### src/rtl/message_scroller_pkg.sv
// Shared definitions for the scrolling seven-segment message display:
// the message ROM, the refresh FSM state type and the blank segment pattern.
package message_scroller_pkg;

    typedef enum logic {
        BLANK = 1'b0,
        DRIVE = 1'b1
    } state_t;

    localparam logic [6:0] SEG_BLANK = 7'b1111111;

    // Sixteen 4-bit character codes, entry 0 in the least significant nibble.
    localparam logic [63:0] MSG_ROM = 64'hFEDCBA9876543210;

    function automatic logic [3:0] msg_char(input logic [3:0] idx);
        return MSG_ROM[{idx, 2'b00} +: 4];
    endfunction

endpackage

### src/rtl/seg_decoder.sv
// Combinational hex-to-seven-segment decoder, active-low, seg[6]=a ... seg[0]=g.
module seg_decoder
(
    input  logic [3:0] code,
    output logic [6:0] seg
);

    // Character code to segment pattern lookup
    always_comb begin
        seg = 7'b1111111;
        case (code)
            4'h0: seg = 7'b0000001;
            4'h1: seg = 7'b1001111;
            4'h2: seg = 7'b0010010;
            4'h3: seg = 7'b0000110;
            4'h4: seg = 7'b1001100;
            4'h5: seg = 7'b0100100;
            4'h6: seg = 7'b0100000;
            4'h7: seg = 7'b0001111;
            4'h8: seg = 7'b0000000;
            4'h9: seg = 7'b0000100;
            4'hA: seg = 7'b0001000;
            4'hB: seg = 7'b1100000;
            4'hC: seg = 7'b0110001;
            4'hD: seg = 7'b1000010;
            4'hE: seg = 7'b0110000;
            4'hF: seg = 7'b0111000;
            default: seg = 7'b1111111;
        endcase
    end

endmodule

### src/rtl/message_scroller.sv
// Scrolls a fixed message across four multiplexed seven-segment digits; one
// scroll step per rising edge of spin_in, each digit slot preceded by a blank cycle.
module message_scroller
    import message_scroller_pkg::*;
#(
    parameter int MSG_LEN   = 16,
    parameter int REFRESH_W = 16
)
(
    input  logic                       clk,
    input  logic                       reset,
    input  logic                       spin_in,
    input  logic                       pause,
    input  logic                       dir,
    output logic [3:0]                 an,
    output logic [6:0]                 seg,
    output logic [$clog2(MSG_LEN)-1:0] offset
);

    localparam int OW = $clog2(MSG_LEN);

    logic                 spin_prev_r;
    logic [OW-1:0]        offset_r;
    logic [OW-1:0]        offset_nxt_s;
    state_t               state_r;
    state_t               state_nxt_s;
    logic [1:0]           digit_r;
    logic [1:0]           digit_nxt_s;
    logic [REFRESH_W-1:0] slot_r;
    logic [3:0]           an_r;
    logic [3:0]           an_nxt_s;
    logic [6:0]           seg_r;
    logic [6:0]           seg_nxt_s;
    logic                 step_s;
    logic [OW-1:0]        char_idx_s;
    logic [3:0]           code_s;
    logic [6:0]           dec_seg_s;

    assign step_s = spin_in & ~spin_prev_r;

    // Scroll offset update; modular wrap comes free from the power-of-two width
    always_comb begin
        offset_nxt_s = offset_r;
        if (step_s && !pause) begin
            if (dir) begin
                offset_nxt_s = offset_r - OW'(1);
            end else begin
                offset_nxt_s = offset_r + OW'(1);
            end
        end else begin
            offset_nxt_s = offset_r;
        end
    end

    // Refresh FSM: one blank cycle, then drive until the slot counter saturates
    always_comb begin
        state_nxt_s = state_r;
        digit_nxt_s = digit_r;
        case (state_r)
            BLANK: begin
                state_nxt_s = DRIVE;
            end
            DRIVE: begin
                if (slot_r == {REFRESH_W{1'b1}}) begin
                    state_nxt_s = BLANK;
                    digit_nxt_s = digit_r + 2'd1;
                end else begin
                    state_nxt_s = DRIVE;
                end
            end
            default: begin
                state_nxt_s = BLANK;
                digit_nxt_s = 2'd0;
            end
        endcase
    end

    // Digit k (k=3 leftmost) shows message[offset + 3 - k]
    assign char_idx_s = offset_r + OW'(3) - OW'(digit_r);
    assign code_s     = msg_char(4'(char_idx_s));

    seg_decoder u_seg_decoder (
        .code (code_s),
        .seg  (dec_seg_s)
    );

    // Next anode/segment pattern from the current FSM state and offset
    always_comb begin
        an_nxt_s  = 4'b1111;
        seg_nxt_s = SEG_BLANK;
        if (state_r == DRIVE) begin
            an_nxt_s  = ~(4'b0001 << digit_r);
            seg_nxt_s = dec_seg_s;
        end else begin
            an_nxt_s  = 4'b1111;
            seg_nxt_s = SEG_BLANK;
        end
    end

    // State registers; spin_prev resets high so a level already high is not a step
    always_ff @(posedge clk) begin
        if (reset) begin
            spin_prev_r <= 1'b1;
            offset_r    <= '0;
            state_r     <= BLANK;
            digit_r     <= 2'd0;
            slot_r      <= '0;
            an_r        <= 4'b1111;
            seg_r       <= SEG_BLANK;
        end else begin
            spin_prev_r <= spin_in;
            offset_r    <= offset_nxt_s;
            state_r     <= state_nxt_s;
            digit_r     <= digit_nxt_s;
            slot_r      <= slot_r + {{(REFRESH_W-1){1'b0}}, 1'b1};
            an_r        <= an_nxt_s;
            seg_r       <= seg_nxt_s;
        end
    end

    assign an     = an_r;
    assign seg    = seg_r;
    assign offset = offset_r;

endmodule

### config.mk
export PLATFORM = sky130hd
export DESIGN_NAME = message_scroller
export DESIGN_NICKNAME = d
export VERILOG_FILES = /design/src/rtl/message_scroller_pkg.sv /design/src/rtl/seg_decoder.sv /design/src/rtl/message_scroller.sv
export SDC_FILE = /design/constraint.sdc
export NUM_CORES = 1
export LEC_CHECK = 0
export CORE_MARGIN = 4
export CORE_UTILIZATION = 50
export DETAILED_ROUTE_END_ITERATION = 7
export DONT_BUFFER_PORTS = 1
export PLACE_DENSITY = 0.74
export SLEW_MARGIN = 20
export SYNTH_ARGS = -nofsm -noshare
export SYNTH_HDL_FRONTEND = slang
export SYNTH_SLANG_ARGS = --single-unit
### constraint.sdc
create_clock -name clk -period 2.4 [get_ports clk]
set_input_delay 0.72 -clock clk [delete_from_list [all_inputs] [get_ports clk]]
set_output_delay 0.72 -clock clk [all_outputs]
set_load 0.005 [all_outputs]
==> results summary, run 1 <==
The run finished with clean final reports. The first-pass GRT wire length is 5.33 mm. For this design the static power due to leakage is 0.710 nW. The clock period minus worst slack is approximately 2.3 ns.

The wire-length estimate of the detail-placed layout is 2.26 mm. The register-to-register setup slack came out at 0.11 ns. The number of standard-cell rows in the floorplan is 21. The number of hold violations in the final report is 0. The routed via count came out at about 1,300. The count of H-tree levels built during CTS is 2. Clock tree synthesis selected as its root buffer the cell sky130_fd_sc_hd__clkbuf_4. Total power for the finished layout comes to 1.06 mW.

Counting every sink on the clock net gives 35. Once the floorplan was initialized, standard cells occupied 51.9% of the core. The residual antenna-violating net count after detailed routing came out at 0. The worst hold path belongs to the class in -> reg. The die extent in x came out at 66.9 um. The number of global-route vias before repair is 1,187. The switching share of total power came out at roughly 23%. The clock transition at the registers of the reported paths is approximately 0.11 ns. For the pin with the worst max-slew slack, the measured transition is between 0.3 and 0.4 ns.

The synthesized net count is 213. The number of search-and-repair iterations in the first detailed-routing pass came out at 4. The portion of the clock cycle consumed by the worst path in the final layout came out at 95.5%. The post-detailed-placement cell area is between 0.0015 and 0.002 sq mm. The final cell count without fillers is 244.

Buffers placed on the I/O ports in this run total 0. The combinational share of power came out at 8.5%. The standard cell core area came out at 0.00334 sq mm.

The post-cts resize count came out at 0. Across the run, the number of max-cap violations was 0. The net switching power of the design came out at 0.241 mW. At the worst endpoint, the arrival time is 2.51 ns. The worst register-to-register path ends at seg[3]. The global placement routability congestion is 0.873. The setup TNS is 0 ns. Sequential cells account for 57.8% of the total power. The worst setup path is launched from a register.

Cells with a size suffix above 1 make up around 12% of the layout. The core utilization of the finished layout is 57.0%. The DRC violations left came out at 0. The max-slew violation count came to 0. In this run the biggest area consumer among cell types represents 40.5% of the synthesized area.

The aggregate global-route resource usage is 15.9%. The buffer levels on the longest clock path came out at 2. The detail-routed via count per cell is 5.17. The overall die area came out at between 0.004 and 0.005 sq mm. The share of the yosys chip area belonging to registers came out at approximately two fifths. The cell taking the most area after synthesis is sky130_fd_sc_hd__dfxtp_1.

Setup repair after global routing left no endpoint under its margin. The critical path data required time came out at 2.62 ns. The mapped cell area came out at ~0.0017 sq mm. Along the worst path, the maximum fanout reaches 4. The number of primary I/O pins is 20. After synthesis, the netlist uses 33 different library cells. The capture point of the critical path is seg[3]. The clock latency on the worst-skew pair is 0.33 ns. The clock skew came out at 0.0128 ns. The slowest stage of the critical path belongs to the cell sky130_fd_sc_hd__mux4_2. The initial antenna violation count is 0. After the last flow step, the layout net total stands at 220. The worst setup path is of the reg -> reg kind.

VDD sags by at most roughly 240 uV. The number of clock buffers added by TritonCTS is 5. The repair_antennas step left the layout with diodes totalling 0. The biggest cell delay along the critical path came out at 0.52 ns. The aggregate routed wire length came out at roughly 3 mm. Fill cells in the final layout number 303. The startpoint of the most critical setup path is digit_r[1].

The routed wire length per instance is 12.3 um. TritonCTS built the clock tree. The post-synthesis area per instance is 9.11 sq um.

The pin count of the biggest net entering global routing is 31. The power per unit of standard cell area is 555 mW/mm^2. The final cell area excluding filler cells is 0.00190 sq mm. The detailed router finished its first iteration with 32 violations. The aggregate global routing overflow is 0. Yosys attributes the largest share of cell area to sky130_fd_sc_hd__dfxtp_1, sky130_fd_sc_hd__ha_1, sky130_fd_sc_hd__xnor2_1.

The die is between 60 and 70 um tall. The internal power of the cells totals 0.814 mW. The kind of end point of the critical path is a register. The count of endpoints failing setup in the final report came out at 0. The number of hold buffers added after cts came out at 0.

The Yosys step of the flow raised 0 warnings. The cell total after placement came out at 236. Walking the worst path, the cells encountered are inv_1 > ha_4 > nand2_1 > fa_2 > xnor2_2 > mux4_2 > nand2b_1.

The post-synthesis instance total is 190. The worst register-to-register path begins at digit_r[1]. The fraction of power consumed by the clock network came out at 33.7%. For this run, the top clock speed supported by timing is 0.436 GHz. The worst-case reg-to-reg path depth is 7.

The number of setup buffers added after CTS is 0. After synthesis the netlist holds a flip-flop and latch count of 35. The area growth from synthesis to final layout came out at 9.83%. The relative slew slack came out at 74.2%.
## how the worst min path moves through the flow
stage,from,end,slack [ns],cells after the start
finish,reset,offset[1],0.44,1
global route,reset,offset[1],0.42,1
CTS,reset,offset[1],0.43,1
detailed placement,slot_r[0],slot_r[0],0.45,1
global placement,slot_r[0],slot_r[0],0.44,1
floorplan,slot_r[0],slot_r[0],0.43,1
## placed cells by master (no fill, tap or decap), drive strengths merged
| master | count |
|---|---|
| dfxtp | 35 |
| nor2 | 29 |
| ha | 16 |
| xnor2 | 14 |
| inv | 13 |
| nand2 | 13 |
| nand3 | 8 |
| clkbuf | 8 |
| nand2b | 6 |
| a21oi | 6 |
| buf | 6 |
| o21ai | 5 |
| o211ai | 4 |
| nor4 | 4 |
| nor3 | 4 |
| nand4 | 3 |
| nor2b | 3 |
| mux2i | 3 |
| o311ai | 3 |
| xor2 | 2 |
| mux2 | 2 |
| or3 | 2 |
| fa | 2 |
| mux4 | 1 |
| and2 | 1 |
| nor3b | 1 |
| a211oi | 1 |
| and4 | 1 |
| or2 | 1 |
| a21o | 1 |
## cells in the mapped netlist (all sizes together)
library cell,instances
mux4,1
nand4,3
o211ai,4
nor2b,3
a21o,1
nor4,4
nor3,4
dfxtp,35
nand3,8
mux2,2
a211oi,1
nor2,29
nor3b,1
or3,2
o311ai,3
o21ai,5
xor2,2
nand2,13
xnor2,14
inv,13
or2,1
a21oi,6
and2,1
ha,16
mux2i,3
nand2b,6
and4,1
clkbuf,5
fa,2
buf,1
## routing by layer
metal  GRT usage (%)  part of all wire, %  vias to the layer above
li1                -                    -                      651
met1            19.6                   45                      570
met2            25.0                   47                       34
met3            5.90                  6.4                        6
met4            6.08                  1.8                        0
met5               0                    0                        -
## state kept, by name, indices dropped and copies added (netlist names)
name and cells:
seg 7, spin_prev_r 1, offset 4, digit_r 2, an 4, slot_r 16, state_r 1
## power by group through the flow
| stage | clock, mW | combinational, mW | sequential [mW] |
|---|---|---|---|
| 2_1_floorplan | 0 | 0.0714 | 0.621 |
| 3_3_place_gp | 0 | 0.0803 | 0.624 |
| 3_5_place_dp | 0 | 0.0877 | 0.624 |
| 4_1_cts | 0.367 | 0.0884 | 0.611 |
| 5_1_grt | 0.397 | 0.104 | 0.613 |
| 6_report | 0.356 | 0.0895 | 0.610 |
## final cells by class
type | count | area [sq um] | area share [%]
timing repair buffer | 6 | 45.0 | 2.37
clock buffer | 8 | 68.8 | 3.62
sequential | 35 | 701 | 36.8
multi-input combinational | 136 | 981 | 51.6
inverter | 13 | 48.8 | 2.57
tap | 46 | 57.6 | 3.03
## worst max-delay path: cells and delay by family (launching register included)
kind | cells | cell delay (ns)
AND/OR/NAND/NOR | 2 | 0.23
multiplexers | 1 | 0.52
buffers and inverters | 1 | 0.12
XOR/XNOR | 1 | 0.22
flip-flops | 1 | 0.39
adder cells (fa/ha/maj) | 2 | 0.69
## metrics by stage
step	setup WS (ns)	hold slack, ns
global route	0.00469	0.415
floorplan	0.0613	0.430
detailed placement	0.0291	0.448
finish	0.109	0.444
global placement	0.172	0.439
CTS	0.00644	0.428
## cells by family after synthesis
family                     share of synthesized area [%]
muxes                                               4.34
and+or+nand+nor                                     21.3
adders and majority gates                           13.9
xor gates and xnor gates                            8.53
DFF                                                 40.5
buffers and inverters                               4.19
AOI/OAI and AO/OA                                   7.30
Power figures use the tool's default switching activity.
==> inputs of run 2 (changes only) <==
--- a/config.mk
+++ b/config.mk
@@ -9,7 +9,8 @@
 export CORE_UTILIZATION = 50
 export DETAILED_ROUTE_END_ITERATION = 7
 export DONT_BUFFER_PORTS = 1
-export PLACE_DENSITY = 0.74
+export PLACE_DENSITY = 0.71
+export REMOVE_ABC_BUFFERS = 1
 export SLEW_MARGIN = 20
 export SYNTH_ARGS = -nofsm -noshare
 export SYNTH_HDL_FRONTEND = slang
==> constraint.sdc (replaced) <==
create_clock -name clk -period 2.2 [get_ports clk]
set_input_delay 0.66 -clock clk [delete_from_list [all_inputs] [get_ports clk]]
set_output_delay 0.66 -clock clk [all_outputs]
set_load 0.005 [all_outputs]
==> results summary, run 2 (same netlist as run 1, synthesis figures left out) <==
The critical path data required time came out at roughly 2.4 ns. The count of nets left with antenna violations once routing finished came out at 0. The setup TNS is 0 ns. The number of hold buffers added after cts came out at 0. The number of hold violations in the final report came out at 0.

The nature of the critical path startpoint is a register. The global placement routability congestion came out at 0.778. Global routing finished with a remaining overflow of 0. The total clock sinks is 35.

After detailed routing, the number of remaining DRC violations is 0. In the layout the commonest cells are sky130_fd_sc_hd__dfxtp_1, sky130_fd_sc_hd__nor2_1, sky130_fd_sc_hd__ha_1, sky130_fd_sc_hd__inv_1, sky130_fd_sc_hd__nand2_1. The min-delay analysis places its worst path in the category in -> reg. Relative to the synthesized area, the layout overhead comes to 11.8%. The clock transition at the registers of the reported paths came out at around 0.10 ns. The number of standard-cell rows in the floorplan came out at 21.

The smallest clock period supported by the final layout is computed as 2.11 ns. Leaving out fill and tap cells, the most frequent cell in the layout is sky130_fd_sc_hd__dfxtp_1. The number of design-rule violations left by the first detailed-router iteration is 62. The CTS tree is yes. Broken down by cell family, the worst path's largest delay share belongs to adder cells. The wire-length estimate of the detail-placed layout is 2.29 mm.

The biggest cell delay along the critical path came out at 0.51 ns. The relative slew slack is 70.8%. The core utilization of the finished layout is 58.0%. The number of buffers and inverters on the critical path is 1. Setup repair after global routing left no endpoint under its margin. The buffer levels on the longest clock path came out at 2.

The standard cell core area came out at ~0.0033 sq mm. The worst setup path is captured at a register. The power consumption came out at 1.12 mW. The initial cell density of the core came out at 51.9%. The number of search-and-repair iterations in the first detailed-routing pass is 4. In this run the static leakage power is 0.735 nW. The critical path goes through inv_1 > ha_4 > nand2_1 > fa_2 > xnor2_2 > mux4_2 > nand2b_1. The pin count of the biggest net entering global routing came out at 31.

The cell at the slowest stage of the critical path is sky130_fd_sc_hd__mux4_2. The data arrival time at the worst-slack endpoint is 2.35 ns. The number of I/O port buffers came out at 0. The count of endpoints failing setup in the final report came out at 0.

The detail-routed via count per cell is slightly above 5. The flow ran to the end, and the final reports show no timing, DRC or antenna violations. Based on the critical path, the design can be clocked at up to 0.473 GHz. The clock latency on the worst-skew pair came out at about 0.33 ns. The initial antenna violation count is 0. The share of layout cells above drive strength 1 is 14.8%. The root buffer cell chosen for the clock tree is sky130_fd_sc_hd__clkbuf_4. The register with the most flip-flops in the layout has 16 of them.

The max-slew violation count came out at 0. The number of violations of the max-capacitance limit is 0. The number of primary I/O pins is 20. The routed wire length per instance came out at 12.7 um. The critical path in this run is classified as reg -> reg. The number of fill cells came out at ~300. The number of global-route vias before repair is ~1,200. In this run, CTS created clock tree buffers numbering 5. The power per unit of standard cell area came out at 577 mW/mm^2. Across every metal layer, demand over resource in global routing totals 16.2%. slot_r holds more flip-flops than any other register. The aggregate routed wire length is 3.17 mm.

The first global-routing pass estimated ~5.4 mm of wire. The die extent in x came out at 66.9 um. The routed via count is 1,288.

The highest ir drop seen on vdd is 327 uV. Along the worst path, the maximum fanout reaches 3. The number of inserted diodes is 0. The H-tree was split into 2 levels.

The slew at the pin closest to its max-slew limit came out at roughly 0.44 ns. The clock skew came out at 0.00308 ns. The overall die area came out at around 0.0045 sq mm.

The height of the chip came out at 66.9 um. The count of nets after finishing came out at 226. The portion of the clock cycle consumed by the worst path in the final layout is 96.1%.
## run 2: changes by cell type in the layout (fill, tap and decap cells not counted), sizes merged
cell	before	now
clkbuf	8	6
buf	6	12
clkinv	0	1
## run 2: layer usage
| layer | vias to the layer above | track usage, % | wire length, um |
|---|---|---|---|
| met3 | 6 | 6.58 | 188 |
| met5 | - | 0 | 0 |
| met1 | 593 | 19.3 | 1490 |
| li1 | 659 | - | - |
| met4 | 0 | 6.84 | 51 |
| met2 | 30 | 25.5 | 1440 |
## run 2: worst paths after layout
| kind | startpoint | endpoint | slack [ns] | cells past startpoint |
|---|---|---|---|---|
| worst max-delay path | digit_r[1] | seg[3] | 0.09 | 7 |
| worst max register to register | digit_r[1] | seg[3] | 0.09 | 7 |
| worst min register to register | slot_r[0] | slot_r[0] | 0.48 | 1 |
| worst min-delay path | reset | slot_r[0] | 0.38 | 1 |
## run 2: where the power goes
group	total, mW	switching (mW)	internal (mW)
logic	0.101	0.0492	0.0516
clock network	0.351	0.203	0.148
registers	0.666	0.0137	0.652
## run 2: layout make-up
type / count / area (sq um) / area share [%]
flip-flops and latches: 35 / 702 / 36.3
repair buffers: 12 / 90.1 / 4.65
multi-input cells: 136 / 981 / 50.7
inverters: 13 / 48.8 / 2.52
clock buffers: 6 / 51.3 / 2.65
well taps: 46 / 57.6 / 2.97
clock inverters: 1 / 5.00 / 0.259
## run 2: through the flow
stage | instances | hold WS (ns) | area (sq um) | setup WS (ns)
floorplan | 184 | 0.429 | 1710 | -0.157
global placement | 240 | 0.444 | 1840 | 0.0665
detailed placement | 240 | 0.458 | 1840 | -0.0463
CTS | 247 | 0.364 | 1910 | 0.0378
global route | 249 | 0.349 | 1940 | 0.00819
finish | 249 | 0.378 | 1940 | 0.0854
## run 2: worst reg2reg max path: stages, from the launching register on
cell and delay [ns]:
sky130_fd_sc_hd__dfxtp_2 0.34, sky130_fd_sc_hd__inv_1 0.07, sky130_fd_sc_hd__ha_4 0.27, sky130_fd_sc_hd__nand2_1 0.07, sky130_fd_sc_hd__fa_2 0.39, sky130_fd_sc_hd__xnor2_2 0.20
sky130_fd_sc_hd__mux4_2 0.51, sky130_fd_sc_hd__nand2b_1 0.16
## run 2: repair_timing
action,4_1_cts,5_1_grt
pin swaps,1,3
resized for setup,2,2
buffers inserted,0,2
endpoints found under the hold margin,0,0
setup endpoints to repair,2,1
==> inputs of run 3 (changes only) <==
--- a/config.mk
+++ b/config.mk
@@ -9,7 +9,7 @@
 export CORE_UTILIZATION = 50
 export DETAILED_ROUTE_END_ITERATION = 7
 export DONT_BUFFER_PORTS = 1
-export PLACE_DENSITY = 0.71
+export PLACE_DENSITY_LB_ADDON = 0.15
 export REMOVE_ABC_BUFFERS = 1
 export SLEW_MARGIN = 20
 export SYNTH_ARGS = -nofsm -noshare
==> results summary, run 3 (same netlist as run 1, synthesis figures left out) <==
The number of fill cells is 319. Counting cells, the worst reg-to-reg path comes to 7. Once layout is complete, the cells apart from fillers number 248. The largest single stage delay on the critical path is around 0.50 ns. The aggregate global-route resource usage came out at 15.0%.

The slew at the pin closest to its max-slew limit is between 0.4 and 0.5 ns. The detail-routed via count per cell came out at about 5.0. The total clock sinks came out at 35. During placement, the flow inserted port buffers numbering 0. The initial cell density of the core is 51.9%. The power consumption is 1.11 mW. Once detail routing completed, the nets flagged for antenna violations numbered 0. 20 I/O pins were placed.

The first-pass GRT wire length came out at slightly above 5 mm. The routed via count is 1,252. The area growth from synthesis to final layout came out at 11.3%. The CTS tree is yes. The aggregate routed wire length is between 2 and 3 mm. Clock tree synthesis inserted a total of 5 buffers. The fraction of power consumed by the clock network is 31.0%.

The relative slew slack came out at between 70% and 80%. On the critical path, the stage with the largest delay is an instance of sky130_fd_sc_hd__mux4_2. For this run, the detailed router's first-pass iteration total came to 6. The register-to-register setup slack is 0.12 ns. The share of layout cells above drive strength 1 came out at 13.9%. The worst register-to-register path ends at seg[3]. In this run the number of cells on the critical path is 7.

The number of cells on the worst hold path came out at 1. Dividing the final minimum period by the clock period gives 94.8%. The upper clock frequency limit is 0.480 GHz. The congestion estimate from routability-driven global placement came to 0.823. The final cell area excluding filler cells is about 0.0019 sq mm.

The count of nets after finishing is between 200 and 250. For this block, the initial DRC count from the detailed router was 64. The library cell used most frequently in the layout, excluding fill and tap cells, is sky130_fd_sc_hd__dfxtp_1. At the worst endpoint, the arrival time is 2.31 ns. The pin count of the biggest net entering global routing came out at 31. The detailed placer's ending HPWL is approximately 2.2 mm. After detailed routing, the average wire length per cell comes to 11.9 um. The setup TNS came out at 0 ns. The count of H-tree levels built during CTS is 2. The leakage power total is 0.732 nW.

For hold timing, the worst endpoint is slot_r[0]. The clock period minus worst slack came out at around 2.1 ns. The standard cell core area came out at between 0.003 and 0.004 sq mm. The number of global-route vias before repair is 1,177.

The clock skew came out at 0.00294 ns. Grouping stages by cell kind, the critical path spends the most delay in adder cells. Ranked by flip-flop count, first place goes to slot_r. The launch point of the worst reg-to-reg path is digit_r[1]. The initial antenna violation count is 0. Across the VDD grid, the largest voltage drop is around 360 uV. The number of hold violations in the final report came out at 0. The worst hold path begins at reset.

The number of standard-cell rows in the floorplan came out at 21. The overall die area came out at between 0.004 and 0.005 sq mm. The aggregate global routing overflow came out at 0.

Walking the worst path, the cells encountered are inv_1 > ha_4 > nand2_1 > fa_2 > xnor2_2 > mux4_2 > nand2b_1. The height of the chip came out at between 60 and 70 um. Summed over all nets, the switching power comes to ~0.26 mW.

The library cells used most frequently in the layout, excluding fill and tap cells, are sky130_fd_sc_hd__dfxtp_1, sky130_fd_sc_hd__nor2_1, sky130_fd_sc_hd__ha_1, sky130_fd_sc_hd__inv_1, sky130_fd_sc_hd__nand2_1. The kind of end point of the critical path is a register. In this run the clock root is driven by a sky130_fd_sc_hd__clkbuf_4. The combinational share of power is about 9.0%. The largest driver fanout on the critical path came out at 3.

Post-CTS timing repair inserted 0 buffers for setup. The max-slew violation count came out at 0. The number of inserted diodes is 0.

In this run the deepest clock path goes through 2 buffers. The flow ran to the end, and the final reports show no timing, DRC or antenna violations. The path class of the tightest hold or removal check is in -> reg. The post-detailed-placement cell area is 0.00185 sq mm. The die extent in x is 66.9 um.

Net switching is about a quarter of the power. The clock transition at the registers of the reported paths is 0.10 ns. The number of hold buffers added after cts is 0. Per report_power, the sequential group accounts for around three fifths of the total. By startpoint and endpoint, the worst setup path is classified as reg -> reg.

The power per unit of standard cell area is 576 mW/mm^2. The clock latency on the worst-skew pair is between 0.3 and 0.4 ns. Cell internal power was estimated by the tool at 0.851 mW.

The combined buffer and inverter count along the critical path is 1. The worst setup path is launched from a register. The number of violations of the max-capacitance limit is 0. The register with the most flip-flops in the layout has 16 of them. For the worst setup path, the data required time is between 2 and 2.5 ns. The DRC violations left came out at 0. In this run, placement finished with an instance count of 241.

Setup violations remaining at the end of the flow were counted as 0.
run 3: changes by cell type in the layout (fill, tap and decap cells not counted), sizes merged:
| cell | change |
|---|---|
| buf | -1 |
run 3: worst max path at each step:
stage | startpoint | end | slack, ns
2_1_floorplan | digit_r[1] | seg[3] | -0.16
3_3_place_gp | digit_r[1] | seg[3] | 0.06
5_1_grt | digit_r[0] | seg[3] | -0.006
6_report | digit_r[1] | seg[3] | 0.12
3_5_place_dp | digit_r[1] | seg[3] | 0.01
4_1_cts | digit_r[1] | seg[3] | 0.06
run 3: repair_timing:
item,in CTS,in global routing
setup endpoints to repair,1,2
resized for setup,1,3
hold endpoints to repair,0,0
pin swaps,0,0
run 3: stage by stage:
| stage | setup WS, ns | hold WS, ns | utilization (%) |
|---|---|---|---|
| floorplan | -0.157 | 0.429 | - |
| global placement | 0.0608 | 0.440 | 55.4 |
| detailed placement | 0.0129 | 0.461 | 55.4 |
| CTS | 0.0612 | 0.371 | 57.1 |
| global route | -0.00612 | 0.354 | 57.7 |
| finish | 0.115 | 0.387 | 57.7 |
run 3: final cells by class:
type / instances / area, sq um / area share (%)
timing repair buffer: 11 / 82.6 / 4.29
tap: 46 / 57.6 / 2.99
clock buffer: 6 / 51.3 / 2.66
multi-input combinational: 136 / 981 / 50.9
sequential: 35 / 701 / 36.4
clock inverter: 1 / 5.00 / 0.260
inverter: 13 / 48.8 / 2.53
run 3: layer usage:
layer	routed length [um]	part of all wire [%]	global-route usage, %
met5	0	0	0
met4	43	1.5	5.32
met3	150	5.1	6.41
met2	1270	43	20.9
met1	1490	51	20.4
run 3: worst register-to-register path: stages (launching register included):
cell                       delay, ns
sky130_fd_sc_hd__dfxtp_1        0.34
sky130_fd_sc_hd__inv_1          0.07
sky130_fd_sc_hd__ha_4           0.29
sky130_fd_sc_hd__nand2_1        0.07
sky130_fd_sc_hd__fa_2           0.38
sky130_fd_sc_hd__xnor2_2        0.18
sky130_fd_sc_hd__mux4_2         0.50
sky130_fd_sc_hd__nand2b_1       0.15
run 3: power by group through the flow:
stage               combinational, mW  sequential (mW)  clock (mW)
floorplan                      0.0713            0.678           0
global placement               0.0921            0.680           0
detailed placement             0.0965            0.681           0
CTS                            0.0973            0.666       0.361
global route                    0.114            0.669       0.395
finish                          0.100            0.666       0.345
